## src/rtl/mips_cpu_lsu_if.sv

```systemverilog
// Avalon-MM bus between the load/store unit (master) and the memory fabric (slave).
interface mips_cpu_lsu_if;
    localparam int unsigned ADDR_W = 32;
    localparam int unsigned DATA_W = 32;
    localparam int unsigned BE_W   = DATA_W / 8;

    logic [ADDR_W-1:0] address;
    logic              read;
    logic              write;
    logic              waitrequest;
    logic [DATA_W-1:0] writedata;
    logic [BE_W-1:0]   byteenable;
    logic [DATA_W-1:0] readdata;

    modport master (
        output address, read, write, writedata, byteenable,
        input  waitrequest, readdata
    );

    modport slave (
        input  address, read, write, writedata, byteenable,
        output waitrequest, readdata
    );
endinterface

```

## src/rtl/mips_cpu_lsu.sv

```systemverilog
// Load/store unit: one MEMORY-stage operation per start pulse over Avalon-MM,
// with store lane replication and sign/zero-extended or LWL/LWR-merged loads.
module mips_cpu_lsu #(
    parameter bit ALIGN_CHECK = 1'b1
) (
    input  logic           clk,
    input  logic           reset,
    input  logic           start,
    input  logic [3:0]     op,
    input  logic [31:0]    addr,
    input  logic [31:0]    store_data,
    input  logic [31:0]    rt_old,
    output logic           busy,
    output logic           done,
    output logic           error,
    output logic [31:0]    load_result,
    mips_cpu_lsu_if.master bus
);
    localparam int unsigned DATA_W = 32;
    localparam int unsigned BE_W   = DATA_W / 8;

    localparam logic [3:0] OP_LB  = 4'd0;
    localparam logic [3:0] OP_LBU = 4'd1;
    localparam logic [3:0] OP_LH  = 4'd2;
    localparam logic [3:0] OP_LHU = 4'd3;
    localparam logic [3:0] OP_LW  = 4'd4;
    localparam logic [3:0] OP_LWL = 4'd5;
    localparam logic [3:0] OP_LWR = 4'd6;
    localparam logic [3:0] OP_SB  = 4'd8;
    localparam logic [3:0] OP_SH  = 4'd9;
    localparam logic [3:0] OP_SW  = 4'd10;

    typedef enum logic [1:0] {
        S_IDLE  = 2'd0,
        S_REQ   = 2'd1,
        S_RDATA = 2'd2,
        S_DONE  = 2'd3
    } state_e;

    state_e            state_q, state_d;
    logic [3:0]        op_q, op_d;
    logic [1:0]        lane_q, lane_d;
    logic [DATA_W-1:0] rt_q, rt_d;
    logic [DATA_W-1:0] addr_q, addr_d;
    logic [BE_W-1:0]   be_q, be_d;
    logic [DATA_W-1:0] wd_q, wd_d;
    logic              read_q, read_d;
    logic              write_q, write_d;
    logic              busy_q, busy_d;
    logic              done_q, done_d;
    logic              error_q, error_d;
    logic [DATA_W-1:0] result_q, result_d;

    logic              is_load_c, is_store_c, is_half_c, is_word_c, req_err_c;
    logic [1:0]        lane_c;
    logic [BE_W-1:0]   be_c;
    logic [DATA_W-1:0] wd_c;
    logic [4:0]        shamt_c;
    logic [DATA_W-1:0] shifted_c, load_c;

    // Request decode; forcing low lane bits only matters when misalignment is not trapped.
    always_comb begin
        is_load_c  = (op <= OP_LWR);
        is_store_c = (op == OP_SB) || (op == OP_SH) || (op == OP_SW);
        is_half_c  = (op == OP_LH) || (op == OP_LHU) || (op == OP_SH);
        is_word_c  = (op == OP_LW) || (op == OP_SW);
        lane_c     = addr[1:0];
        if (is_half_c) begin
            lane_c[0] = 1'b0;
        end
        if (is_word_c) begin
            lane_c = 2'b00;
        end
        req_err_c = !(is_load_c || is_store_c)
                  || (ALIGN_CHECK && ((is_half_c && addr[0]) || (is_word_c && (addr[1:0] != 2'b00))));
        be_c = 4'b1111;
        wd_c = store_data;
        case (op)
            OP_SB: begin
                be_c = 4'(4'b0001 << lane_c);
                wd_c = {4{store_data[7:0]}};
            end
            OP_SH: begin
                be_c = lane_c[1] ? 4'b1100 : 4'b0011;
                wd_c = {2{store_data[15:0]}};
            end
            default: ;
        endcase
    end

    // Load lane extraction and LWL/LWR merge from the captured readdata.
    always_comb begin
        shamt_c   = {lane_q, 3'b000};
        shifted_c = bus.readdata >> shamt_c;
        case (op_q)
            OP_LB:   load_c = {{24{shifted_c[7]}}, shifted_c[7:0]};
            OP_LBU:  load_c = {24'h0, shifted_c[7:0]};
            OP_LH:   load_c = {{16{shifted_c[15]}}, shifted_c[15:0]};
            OP_LHU:  load_c = {16'h0, shifted_c[15:0]};
            OP_LWL:  load_c = (bus.readdata << {~lane_q, 3'b000})
                            | (rt_q & (32'h00FF_FFFF >> shamt_c));
            OP_LWR:  load_c = shifted_c | (rt_q & ~(32'hFFFF_FFFF >> shamt_c));
            default: load_c = bus.readdata;
        endcase
    end

    // Next-state and registered-output logic.
    always_comb begin
        state_d  = state_q;
        op_d     = op_q;
        lane_d   = lane_q;
        rt_d     = rt_q;
        addr_d   = addr_q;
        be_d     = be_q;
        wd_d     = wd_q;
        result_d = result_q;
        read_d   = 1'b0;
        write_d  = 1'b0;
        done_d   = 1'b0;
        error_d  = 1'b0;
        case (state_q)
            S_IDLE: begin
                if (start) begin
                    if (req_err_c) begin
                        state_d = S_DONE;
                        done_d  = 1'b1;
                        error_d = 1'b1;
                    end else begin
                        state_d = S_REQ;
                        op_d    = op;
                        lane_d  = lane_c;
                        rt_d    = rt_old;
                        addr_d  = {addr[31:2], 2'b00};
                        be_d    = be_c;
                        wd_d    = wd_c;
                        read_d  = is_load_c;
                        write_d = is_store_c;
                    end
                end
            end
            S_REQ: begin
                if (bus.waitrequest) begin
                    read_d  = read_q;
                    write_d = write_q;
                end else if (write_q) begin
                    state_d = S_DONE;
                    done_d  = 1'b1;
                end else begin
                    state_d = S_RDATA;
                end
            end
            S_RDATA: begin
                result_d = load_c;
                state_d  = S_DONE;
                done_d   = 1'b1;
            end
            S_DONE: begin
                state_d = S_IDLE;
            end
            default: begin
                state_d = S_IDLE;
            end
        endcase
        busy_d = (state_d != S_IDLE);
    end

    always_ff @(posedge clk) begin
        if (reset) begin
            state_q  <= S_IDLE;
            op_q     <= '0;
            lane_q   <= '0;
            rt_q     <= '0;
            addr_q   <= '0;
            be_q     <= '0;
            wd_q     <= '0;
            read_q   <= 1'b0;
            write_q  <= 1'b0;
            busy_q   <= 1'b0;
            done_q   <= 1'b0;
            error_q  <= 1'b0;
            result_q <= '0;
        end else begin
            state_q  <= state_d;
            op_q     <= op_d;
            lane_q   <= lane_d;
            rt_q     <= rt_d;
            addr_q   <= addr_d;
            be_q     <= be_d;
            wd_q     <= wd_d;
            read_q   <= read_d;
            write_q  <= write_d;
            busy_q   <= busy_d;
            done_q   <= done_d;
            error_q  <= error_d;
            result_q <= result_d;
        end
    end

    assign busy           = busy_q;
    assign done           = done_q;
    assign error          = error_q;
    assign load_result    = result_q;
    assign bus.address    = addr_q;
    assign bus.read       = read_q;
    assign bus.write      = write_q;
    assign bus.writedata  = wd_q;
    assign bus.byteenable = be_q;
endmodule

```

## src/flat_wrapper.sv

```systemverilog
// flat-port wrapper written by rule: the top's interface ports become plain ports
module mips_cpu_lsu_flat 
#(
    parameter bit ALIGN_CHECK = 1'b1
)
  (clk, reset, start, op, addr, store_data, rt_old, busy, done, error, load_result, bus_address, bus_read, bus_write, bus_writedata, bus_byteenable, bus_waitrequest, bus_readdata);
  mips_cpu_lsu_if bus_i ();
  input  logic clk;
  input  logic reset;
  input  logic start;
  input  logic [3:0] op;
  input  logic [31:0] addr;
  input  logic [31:0] store_data;
  input  logic [31:0] rt_old;
  output logic busy;
  output logic done;
  output logic error;
  output logic [31:0] load_result;
  output wire logic [$bits(bus_i.address)-1:0] bus_address;
  output wire logic [$bits(bus_i.read)-1:0] bus_read;
  output wire logic [$bits(bus_i.write)-1:0] bus_write;
  output wire logic [$bits(bus_i.writedata)-1:0] bus_writedata;
  output wire logic [$bits(bus_i.byteenable)-1:0] bus_byteenable;
  input wire logic [$bits(bus_i.waitrequest)-1:0] bus_waitrequest;
  input wire logic [$bits(bus_i.readdata)-1:0] bus_readdata;
  assign bus_address = bus_i.address;
  assign bus_read = bus_i.read;
  assign bus_write = bus_i.write;
  assign bus_writedata = bus_i.writedata;
  assign bus_byteenable = bus_i.byteenable;
  assign bus_i.waitrequest = bus_waitrequest;
  assign bus_i.readdata = bus_readdata;
  mips_cpu_lsu #(.ALIGN_CHECK(ALIGN_CHECK)) u_core (.clk(clk), .reset(reset), .start(start), .op(op), .addr(addr), .store_data(store_data), .rt_old(rt_old), .busy(busy), .done(done), .error(error), .load_result(load_result), .bus(bus_i));
endmodule
```

## config.mk

```make
export PLATFORM = sky130hd
export DESIGN_NAME = mips_cpu_lsu_flat
export DESIGN_NICKNAME = d
export VERILOG_FILES = /design/src/rtl/mips_cpu_lsu_if.sv /design/src/rtl/mips_cpu_lsu.sv /design/src/flat_wrapper.sv
export SDC_FILE = /design/constraint.sdc
export NUM_CORES = 1
export LEC_CHECK = 0
export ABC_CLOCK_PERIOD_IN_PS = 6230
export BUFFER_PORTS_ARGS = -buffer_cell sky130_fd_sc_hd__buf_4
export CELL_PAD_IN_SITES_DETAIL_PLACEMENT = 0
export CELL_PAD_IN_SITES_GLOBAL_PLACEMENT = 1
export CORE_ASPECT_RATIO = 1.5
export CORE_UTILIZATION = 40
export CTS_CLUSTER_SIZE = 16
export DETAILED_ROUTE_END_ITERATION = 8
export PLACE_DENSITY_LB_ADDON = 0.1
export SYNTH_ARGS = -nofsm -noshare
export SYNTH_HDL_FRONTEND = slang
export SYNTH_SLANG_ARGS = --single-unit
```

## constraint.sdc

```tcl
create_clock -name clk -period 6.23 [get_ports clk]
set_clock_uncertainty 0.05 [all_clocks]
set_input_delay 0.9345 -clock clk [delete_from_list [all_inputs] [get_ports clk]]
set_output_delay 0.9345 -clock clk [all_outputs]
set_load 0.005 [all_outputs]
```

==> results.cfg, run 1 <==
[pwr]
swShare_pct = 30.37
p_sw_uw = 792.8
power_uw = 2611
internal_power_uw = 1818
cellPowerDensity_nw_per_um2 = 266.8
irDropWorstVdd_mv = 0.1519
power_frac_seq_pct = 39.3
pwr-share-comb_pct = 20.5
clkPwrFrac_pct = 40.2
leakage_uw = 0.003767

[worst_setup_path]
cp_data_required_time_ps = 6490
critPathKind = in -> reg
critPathBufInv = 1
rr_startpoint = u_core.op_q[2]
cp-start-kind = input port
worstReg2RegEnd = u_core.load_result[4]
worstPathMaxFanout = 35
arrival_ps = 3580
worstPathCellList = buf_4, nor2b_1, nor2_1, o221ai_4, nand2_1, a32o_1
reg2reg_depth = 5
critPathLaunch = op[0]
endpoint_kind = register
cp_top_family = compound AO/OA/AOI/OAI gates
reg2reg_slack_ps = 3050
cp_slowest_stage_delay_ps = 810
cpMaxStageDelayCell = nand2_1
endpoint = u_core.op_q[2]
worst-path-stages = 6

[sta]
tns_ps = 0
hold_viol_final = 0
drv_slew = 0
timing.fmax_mhz = 301.0
finalCriticalPeriod_ps = 3323
max-slew-margin-rel_pct = 19.63
rsz0062_at_grt = false
setup_violations = 0
max_slew.worst_pin.slew_ps = 1189
fin_crit_sh_pct = 53.33

[route]
drc = 0
ant_nets = 0
routed_via_density = 6.014
wl_um = 26260
dr.first_iter.drc_count = 519
dr.pass1.iters = 6
via_count = 7692
detail_route.wl_per_cell_um = 20.53

[clock_network]
cts_root_buffer = clkbuf_16
postCtsHoldBufs = 0
cts_tree = built
postCtsSetupBuffers = 0
clk_latency_ps = 420
max-clock-path-buffers = 2
htree_levels = 4
clock-sinks = 143
cts_resized = 0
cts_buffers = 17
clk_pin_slew_ps = 70

[finish]
drive_gt1_share_pct = 30.89
finish.net_count = 1185
fill_cells = 1786
syn2layout_area_growth_pct = 31.98
n_antenna_cell = 0
final_util_pct = 54.31
final_area_um2 = 9786

[synth]
synth_top_area_cell = dfxtp_1
syn_inst = 877
ys_ff_latch = 143
ys.flop_type = dfxtp_1
netlist_area_um2 = 7415
yosysWarningCount = 0
syn_avg_cell_area_um2 = 8.455
synth_cell_types = 59
synthArstFlopShare_pct = 0
synth_top_area_share_pct = 38.61
synth_area_leaders = dfxtp_1 (39%), o21ai_0 (7.8%), a21oi_1 (7.2%), mux2i_1 (6.6%), nand3_1 (5.1%)
ys_seq_area_share_pct = 38.61
synth_edf_count = 0

[placement]
port_buffers = 238
finalWeightedCongestion = 0.9136
placed_area_um2 = 9189
hpwlAfterDp_um = 17540

[floorplan]
die_area_um2 = 19100
start_util_pct = 41.15
rows = 60
die_w_um = 113.2
core_area_um2 = 18020
die_y_um = 168.8
ios = 241

[grt]
grt_pass1_vias = 7387
grt_remaining_overflow = 0
grt_pass1_wl_um = 40770
grt_max_degree = 94
grt.total_usage_pct = 27.40
antenna_found_initial = 0

[outcome]
status = finished clean

[flow_run]
drv_cap = 0

[worst_hold_path]
worstHoldPathType = reg -> reg
==> logic make-up (layout without fill, tap and decap cells) <==
logic type,after synthesis,in the layout,share of synthesized area [%]
simple gates,177,177,12.50
buf+inv,105,289,5.839
xor+xnor,1,1,0.1181
mux,74,74,10.46
compound gates,375,375,32.28
other cells,1,2,0.05058
flops,143,143,38.61
fa+ha+maj,1,1,0.1350
==> routing by layer <==
layer / wire, um / track usage [%] / vias to the layer above / part of all wire (%)
met5: 0 / 0 / - / 0
met4: 1384 / 15.85 / 0 / 5.3
met3: 1640 / 5.442 / 64 / 6.2
met2: 12880 / 45.24 / 310 / 49
met1: 10360 / 33.00 / 3664 / 39
li1: - / - / 3654 / -
==> worst min-delay path by stage <==
| stage | startpoint | to | slack, ps | cells past startpoint |
|---|---|---|---|---|
| 2_1_floorplan | u_core.load_result[16] | u_core.load_result[16] | 400 | 1 |
| 3_3_place_gp | u_core.load_result[22] | u_core.load_result[22] | 380 | 1 |
| 3_5_place_dp | u_core.load_result[22] | u_core.load_result[22] | 390 | 1 |
| 4_1_cts | u_core.load_result[22] | u_core.load_result[22] | 410 | 1 |
| 5_1_grt | u_core.load_result[19] | u_core.load_result[19] | 410 | 1 |
| 6_report | u_core.load_result[19] | u_core.load_result[19] | 400 | 1 |
==> power groups by stage <==
stage	combinational (uW)	sequential [uW]	clock [uW]
final	535	1030	1050
after detailed placement	535	1050	0
after floorplan	303	1030	0
after CTS	537	1030	1070
after global routing	583	1030	1100
after global placement	533	1050	0
==> synthesized netlist by cell type, drive strengths merged, types with 2 or more instances <==
cell     number
nor2b         6
a2bb2oi       8
o21a         12
a31oi        14
nand4b        2
o221ai       13
and3          2
mux2i        49
a32oi         8
a211oi       15
dfxtp       143
nor3b         2
a311oi        3
clkbuf       72
inv           7
o211ai       21
nor2         14
a21oi       107
nand3        75
nor4          2
or3b          2
o2bb2ai       5
a32o         13
o31ai        17
nand2        28
nor3         16
a222oi        5
a31o          3
o21ai       116
and2          2
buf          26
nor4bb        2
or2           2
mux2         25
o21bai        3
a21o          5
nand3b        3
nand2b       15
==> area by class of cell <==
cell class                 count  area, um2  share of cell area [%]
clock buffer                  18      429.2                   4.386
clock inverter                14      167.7                   1.713
inverter                       7      26.28                  0.2685
multi-input combinational    630       4149                   42.40
sequential                   143       2865                   29.28
tap                          217      271.5                   2.775
timing repair buffer         250       1877                   19.18
==> stage by stage <==
stage	cells	hold WS, ps	setup WS [ps]
after floorplan	878	400.7	3654
final	1279	403.2	2907
after global placement	1247	384.7	2562
after global routing	1279	413.9	2752
after detailed placement	1247	391.0	2528
after CTS	1279	407.2	2967
==> state kept, by name (all words and copies together) (netlist names) <==
signal                 cells
u_core.bus.address        30
u_core.bus.byteenable      4
u_core.bus.read            1
u_core.bus.write           1
u_core.bus.writedata      32
u_core.busy                1
u_core.done                1
u_core.error               1
u_core.lane_q              2
u_core.load_result        32
u_core.op_q                4
u_core.rt_q               32
u_core.state_q             2
==> cell usage in the layout, fill, tap and decap left out, types with 17 or more instances in the layout <==
cell type  Yosys  routed
a21oi_1      107     107
buf_4          2     250
clkbuf_16      0      17
dfxtp_1      143     141
mux2_2        24      24
mux2i_1       49      49
nand2_1       28      27
nand3_1       75      75
o211ai_1      21      21
o21ai_0      116     116
o31ai_1       17      17
Note: power is estimated with default switching activity, not from simulation.
==> run 2: changes to the inputs <==
ABC_AREA = 1   (was unset)
ABC_CLOCK_PERIOD_IN_PS = 3420   (was 6230)
CORE_UTILIZATION = 35   (was 40)
clock period = 3.42 ns   (was 6.23 ns; I/O delays follow)
==> run 2 against run 1 <==
  * Via count up 8.9%
  * Sequential power up 89%
  * Area after synthesis up 0.66%
  * Non-clock buffer count up 7
  * First-iteration DRC count down 16%
  * Setup slack worse by 2000 ps
  * Combinational power up 130%
  * Clock power up 77%
  * Design area up 2.0%
  * Critical path depth up 2
  * Worst hold slack worse by 120 ps
  * Highest routed layer unchanged
  * Sequential share of layout area down 0.59 points
==> results.cfg, run 2 <==
[placement]
placed_area_um2 = 9390
port_buffers = 238
hpwlAfterDp_um = 20170
finalWeightedCongestion = 0.9140

[synth]
synth_top_area_share_pct = 38.36
synth_common_cells = nand2_1 (275), nor2_1 (238), dfxtp_1 (143), o21ai_0 (138), nand3_1 (124)
synth_most_common_cell = nand2_1
syn_inst = 1178
synth_edf_count = 0
netlist_area_um2 = 7463
synth_area_leaders = dfxtp_1 (38%), nand2_1 (14%), nor2_1 (12%), o21ai_0 (9.3%), nand3_1 (8.3%)
ys_ff_latch = 143
synth_top_area_cell = dfxtp_1
ys_seq_area_share_pct = 38.36
synthArstFlopShare_pct = 0
ys.flop_type = dfxtp_1
synth_cell_types = 29
yosysWarningCount = 0
syn_avg_cell_area_um2 = 6.336

[floorplan]
start_util_pct = 35.57
die_w_um = 121.2
ios = 241
core_area_um2 = 20980
die_y_um = 180.8
die_area_um2 = 21920
rows = 65

[finish]
final_area_um2 = 9980
regArea_um2 = 2863
syn2layout_area_growth_pct = 33.71
final_cell_mix = nand2_1 (275), buf_4 (254), nor2_1 (237)
finish.net_count = 1516
multi_input_area_um2 = 3925
n_antenna_cell = 0
final_common_cell = nand2_1
drive_gt1_share_pct = 22.54
fill_cells = 2350

[worst_setup_path]
critPathKind = reg -> reg
critPathLaunch = u_core.lane_q[1]
cpMaxStageDelayCell = nor2_1
worstPathMaxFanout = 16
cp_slowest_stage_delay_ps = 820
worstPathCellList = nor2_1, inv_1, o211ai_1, nand2_1, nor2_1, nand3_1, nand2_1, inv_1
reg2reg_depth = 8
arrival_ps = 2770
endpoint_kind = register
cp-start-kind = register
rr_startpoint = u_core.lane_q[1]
endpoint = u_core.load_result[27]
cp_data_required_time_ps = 3700
worstReg2RegEnd = u_core.load_result[27]
reg2reg_slack_ps = 930

[sta]
max_slew.worst_pin.slew_ps = 977.8
finalCriticalPeriod_ps = 2489
timing.fmax_mhz = 401.7
hold_ws_ps = 279.7
fin_crit_sh_pct = 72.78
tns_ps = 0
setup_violations = 0
max-slew-margin-rel_pct = 34.57
rsz0062_at_grt = false
hold_viol_final = 0
drv_slew = 0

[clock_network]
htree_levels = 4
cts_buffers = 17
clk_latency_ps = 430
postCtsSetupBuffers = 0
cts_root_buffer = clkbuf_16
postCtsHoldBufs = 0
max-clock-path-buffers = 2
cts_tree = built
clock-sinks = 143
cts_resized = 0
clk_pin_slew_ps = 60

[route]
dr_wl_met2_um = 14400
met3WireLength_um = 1476
met1Wirelength_um = 10080
drc = 0
wl_um = 27320
routed_via_density = 5.043
detail_route.wl_per_cell_um = 16.45
dr.first_iter.drc_count = 435
via_count = 8377
dr.pass1.iters = 5
ant_nets = 0
routed.top_layer = met4

[grt]
grt_pass1_wl_um = 42040
grt_remaining_overflow = 0
antenna_found_initial = 0
grt_pass1_vias = 7912
grt_max_degree = 81
grt.total_usage_pct = 25.21

[pwr]
irDropWorstVdd_mv = 0.3320
leakage_uw = 0.004762
cellPowerDensity_nw_per_um2 = 505.2

[worst_hold_path]
min_from = addr[8]
worstHoldPathType = in -> reg

[flow_run]
drv_cap = 0

[outcome]
status = finished clean
run 2: cell families after synthesis:
| group | count (synthesis) | share of synthesized area [%] |
|---|---|---|
| other | 1 | 0.05025 |
| and+or+nand+nor | 658 | 36.28 |
| buffers and inverters | 155 | 9.254 |
| DFF | 143 | 38.36 |
| AOI/OAI and AO/OA | 221 | 16.06 |
run 2: power breakdown:
group	internal (uW)	total, uW	switching (uW)
logic	523	1240	717
clock network	1110	1860	746
registers	1840	1950	111
run 2: layout make-up:
| class | count | share of cell area (%) |
|---|---|---|
| tap | 268 | 3.360 |
| multi-input combinational | 881 | 39.33 |
| sequential | 143 | 28.69 |
| timing repair buffer | 257 | 19.71 |
| clock buffer | 19 | 4.539 |
| inverter | 80 | 3.009 |
| clock inverter | 13 | 1.367 |
run 2: worst min path at each step:
stage	endpoint	slack, ps	depth (start not counted)
after detailed placement	u_core.load_result[3]	410	2
after CTS	u_core.bus.address[8]	270	3
after floorplan	u_core.op_q[3]	390	2
after global routing	u_core.bus.address[3]	280	3
after global placement	u_core.bus.writedata[31]	400	2
final	u_core.bus.address[8]	280	3
run 2: worst max-delay path, delay by kind of cell (launching register included):
kind                   cells  cell delay [ps]
and+or+nand+nor            5             1520
DFF                        1              470
AOI/OAI and AO/OA          1              220
buffers and inverters      2              120
run 2: layer usage:
metal	up-vias	global-route usage, %
met5	-	0
met4	0	14.57
met3	68	5.903
met2	247	45.44
met1	3851	26.21
li1	4211	-
run 2: through the flow:
| stage | utilization (%) | power (uW) | worst slack [ps] | std cells |
|---|---|---|---|---|
| after floorplan | - | 2668 | 1751 | 1179 |
| after global placement | 44.75 | 3220 | 1065 | 1629 |
| after detailed placement | 44.75 | 3224 | 1065 | 1629 |
| after CTS | 47.56 | 5096 | 1054 | 1661 |
| after global routing | 47.56 | 5327 | 748.5 | 1661 |
| final | 47.56 | 5042 | 930.8 | 1661 |
==> run 3: changes to the inputs <==
ABC_CLOCK_PERIOD_IN_PS = 2550   (was 3420)
clock period = 2.55 ns   (was 3.42 ns; I/O delays follow)
==> run 3 against run 2 <==
  * Fmax is 16% higher
  * Design area is 1.5% higher
  * Wire length hardly changed
  * Sequential share of layout area is 0.42 points lower
  * Setup slack worse by 530 ps
  * Via count is 0.72% lower
  * First-iteration DRC count is 13% higher
  * Worst hold slack worse by 130 ps
  * Sequential power is 34% higher
  * Critical path depth is 2 higher
  * Die area stayed put
  * Critical path type unchanged
  * Highest routed layer unchanged
==> results.cfg, run 3 (same netlist as run 2, synthesis figures left out) <==
[outcome]
status = finished clean

[sta]
hold_ws_ps = 151.1
max-slew-margin-rel_pct = 57.21
max_slew.worst_pin.slew_ps = 635.1
tns_ps = 0
timing.fmax_mhz = 464.8
hold_viol_final = 0
rsz0062_at_grt = false
fin_crit_sh_pct = 84.36
setup_violations = 0
finalCriticalPeriod_ps = 2151
drv_slew = 0

[worst_hold_path]
hold_depth = 3
worstHoldPathType = in -> reg

[clock_network]
cts_resized = 0
htree_levels = 4
clk_pin_slew_ps = 60
postCtsHoldBufs = 0
cts_tree = built
cts_buffers = 17
clock-sinks = 143
max-clock-path-buffers = 2
postCtsSetupBuffers = 0
cts_root_buffer = clkbuf_16
clk_latency_ps = 430

[floorplan]
core_area_um2 = 20980
die_y_um = 180.8
die_w_um = 121.2
ios = 241
start_util_pct = 35.57
rows = 65
die_area_um2 = 21920

[finish]
drive_gt1_share_pct = 22.86
multi_input_area_um2 = 3925
regArea_um2 = 2863
syn2layout_area_growth_pct = 35.71
fin_cells = 1668
n_antenna_cell = 0
final_common_cell = nand2_1
finish.net_count = 1523
fill_cells = 2279
final_area_um2 = 10130
final_cell_mix = nand2_1 (275), buf_4 (259), nor2_1 (237)

[route]
dr.first_iter.drc_count = 492
detail_route.wl_per_cell_um = 16.38
via_count = 8317
routed_via_density = 4.986
drc = 0
wl_um = 27330
dr.pass1.iters = 5
ant_nets = 0

[grt]
antenna_found_initial = 0
grt_pass1_wl_um = 41960
grt.total_usage_pct = 25.24
grt_max_degree = 96
grt_remaining_overflow = 0
grt_pass1_vias = 7871

[pwr]
leakage_uw = 0.004838
internal_power_uw = 4983
irDropWorstVdd_mv = 0.4891
clkPwrFrac_pct = 39.2
cellPowerDensity_nw_per_um2 = 696.8
pwr-share-comb_pct = 23.8
power_frac_seq_pct = 37.0
p_sw_uw = 2075
swShare_pct = 29.40
power_uw = 7058

[placement]
port_buffers = 238
finalWeightedCongestion = 0.9040
hpwlAfterDp_um = 19990
dpl.cell_count = 1636
placed_area_um2 = 9468

[worst_setup_path]
reg2reg_depth = 10
endpoint_kind = register
cp_data_required_time_ps = 2830
worstPathMaxFanout = 16
cp-start-kind = register
arrival_ps = 2430
critPathKind = reg -> reg

[flow_run]
drv_cap = 0
[run 3: cell types whose count changed in the layout (fill, tap and decap cells not counted)]
cell,change
inv_6,-1
clkbuf_1,+1
clkinvlp_4,-2
clkinv_4,-1
clkinv_2,-3
bufinv_16,+2
buf_4,+5
buf_12,+2
clkbuf_8,+4
[run 3: path summary, 6_finish.rpt]
check	startpoint	end	slack, ps
max	u_core.lane_q[0]	u_core.load_result[27]	400
min	rt_old[1]	u_core.rt_q[1]	150
max reg2reg	u_core.lane_q[0]	u_core.load_result[27]	400
min reg2reg	u_core.load_result[10]	u_core.load_result[10]	410
[run 3: power groups by stage]
| stage | Combinational, uW | Sequential [uW] | Clock [uW] |
|---|---|---|---|
| global placement | 1680 | 2650 | 0 |
| CTS | 1690 | 2610 | 2820 |
| finish | 1680 | 2610 | 2770 |
| detailed placement | 1690 | 2660 | 0 |
| global route | 1890 | 2640 | 2930 |
| floorplan | 950 | 2630 | 0 |
[run 3: critical path: stages (launching register included)]
cell and delay, ps:
dfxtp_1 520, buf_4 230, nor2_1 50, buf_4 200
or2_2 280, o211ai_1 100, nand2_1 130, nor2_1 240
nand3_1 120, nand2_1 80, inv_1 40
[run 3: stage by stage]
step	worst slack [ps]	utilization [%]
4_1_cts	387.8	48.27
2_1_floorplan	1009	-
3_5_place_dp	417.3	45.12
3_3_place_gp	390.6	45.12
6_report	398.7	48.27
5_1_grt	295.9	48.27
[run 3: cell type report]
type | instances | area share [%]
Inverter | 80 | 2.965
Sequential cell | 143 | 28.26
Tap cell | 268 | 3.311
Clock inverter | 8 | 1.470
Multi-Input combinational cell | 881 | 38.75
Clock buffer | 24 | 5.052
Timing Repair Buffer | 264 | 20.19
[run 3: routing by layer]
layer | share of wire, % | vias up | track usage (%)
met5 | 0 | - | 0
met1 | 38 | 3802 | 26.38
li1 | - | 4226 | -
met4 | 3.8 | 0 | 12.54
met2 | 53 | 242 | 46.72
met3 | 4.7 | 47 | 5.271
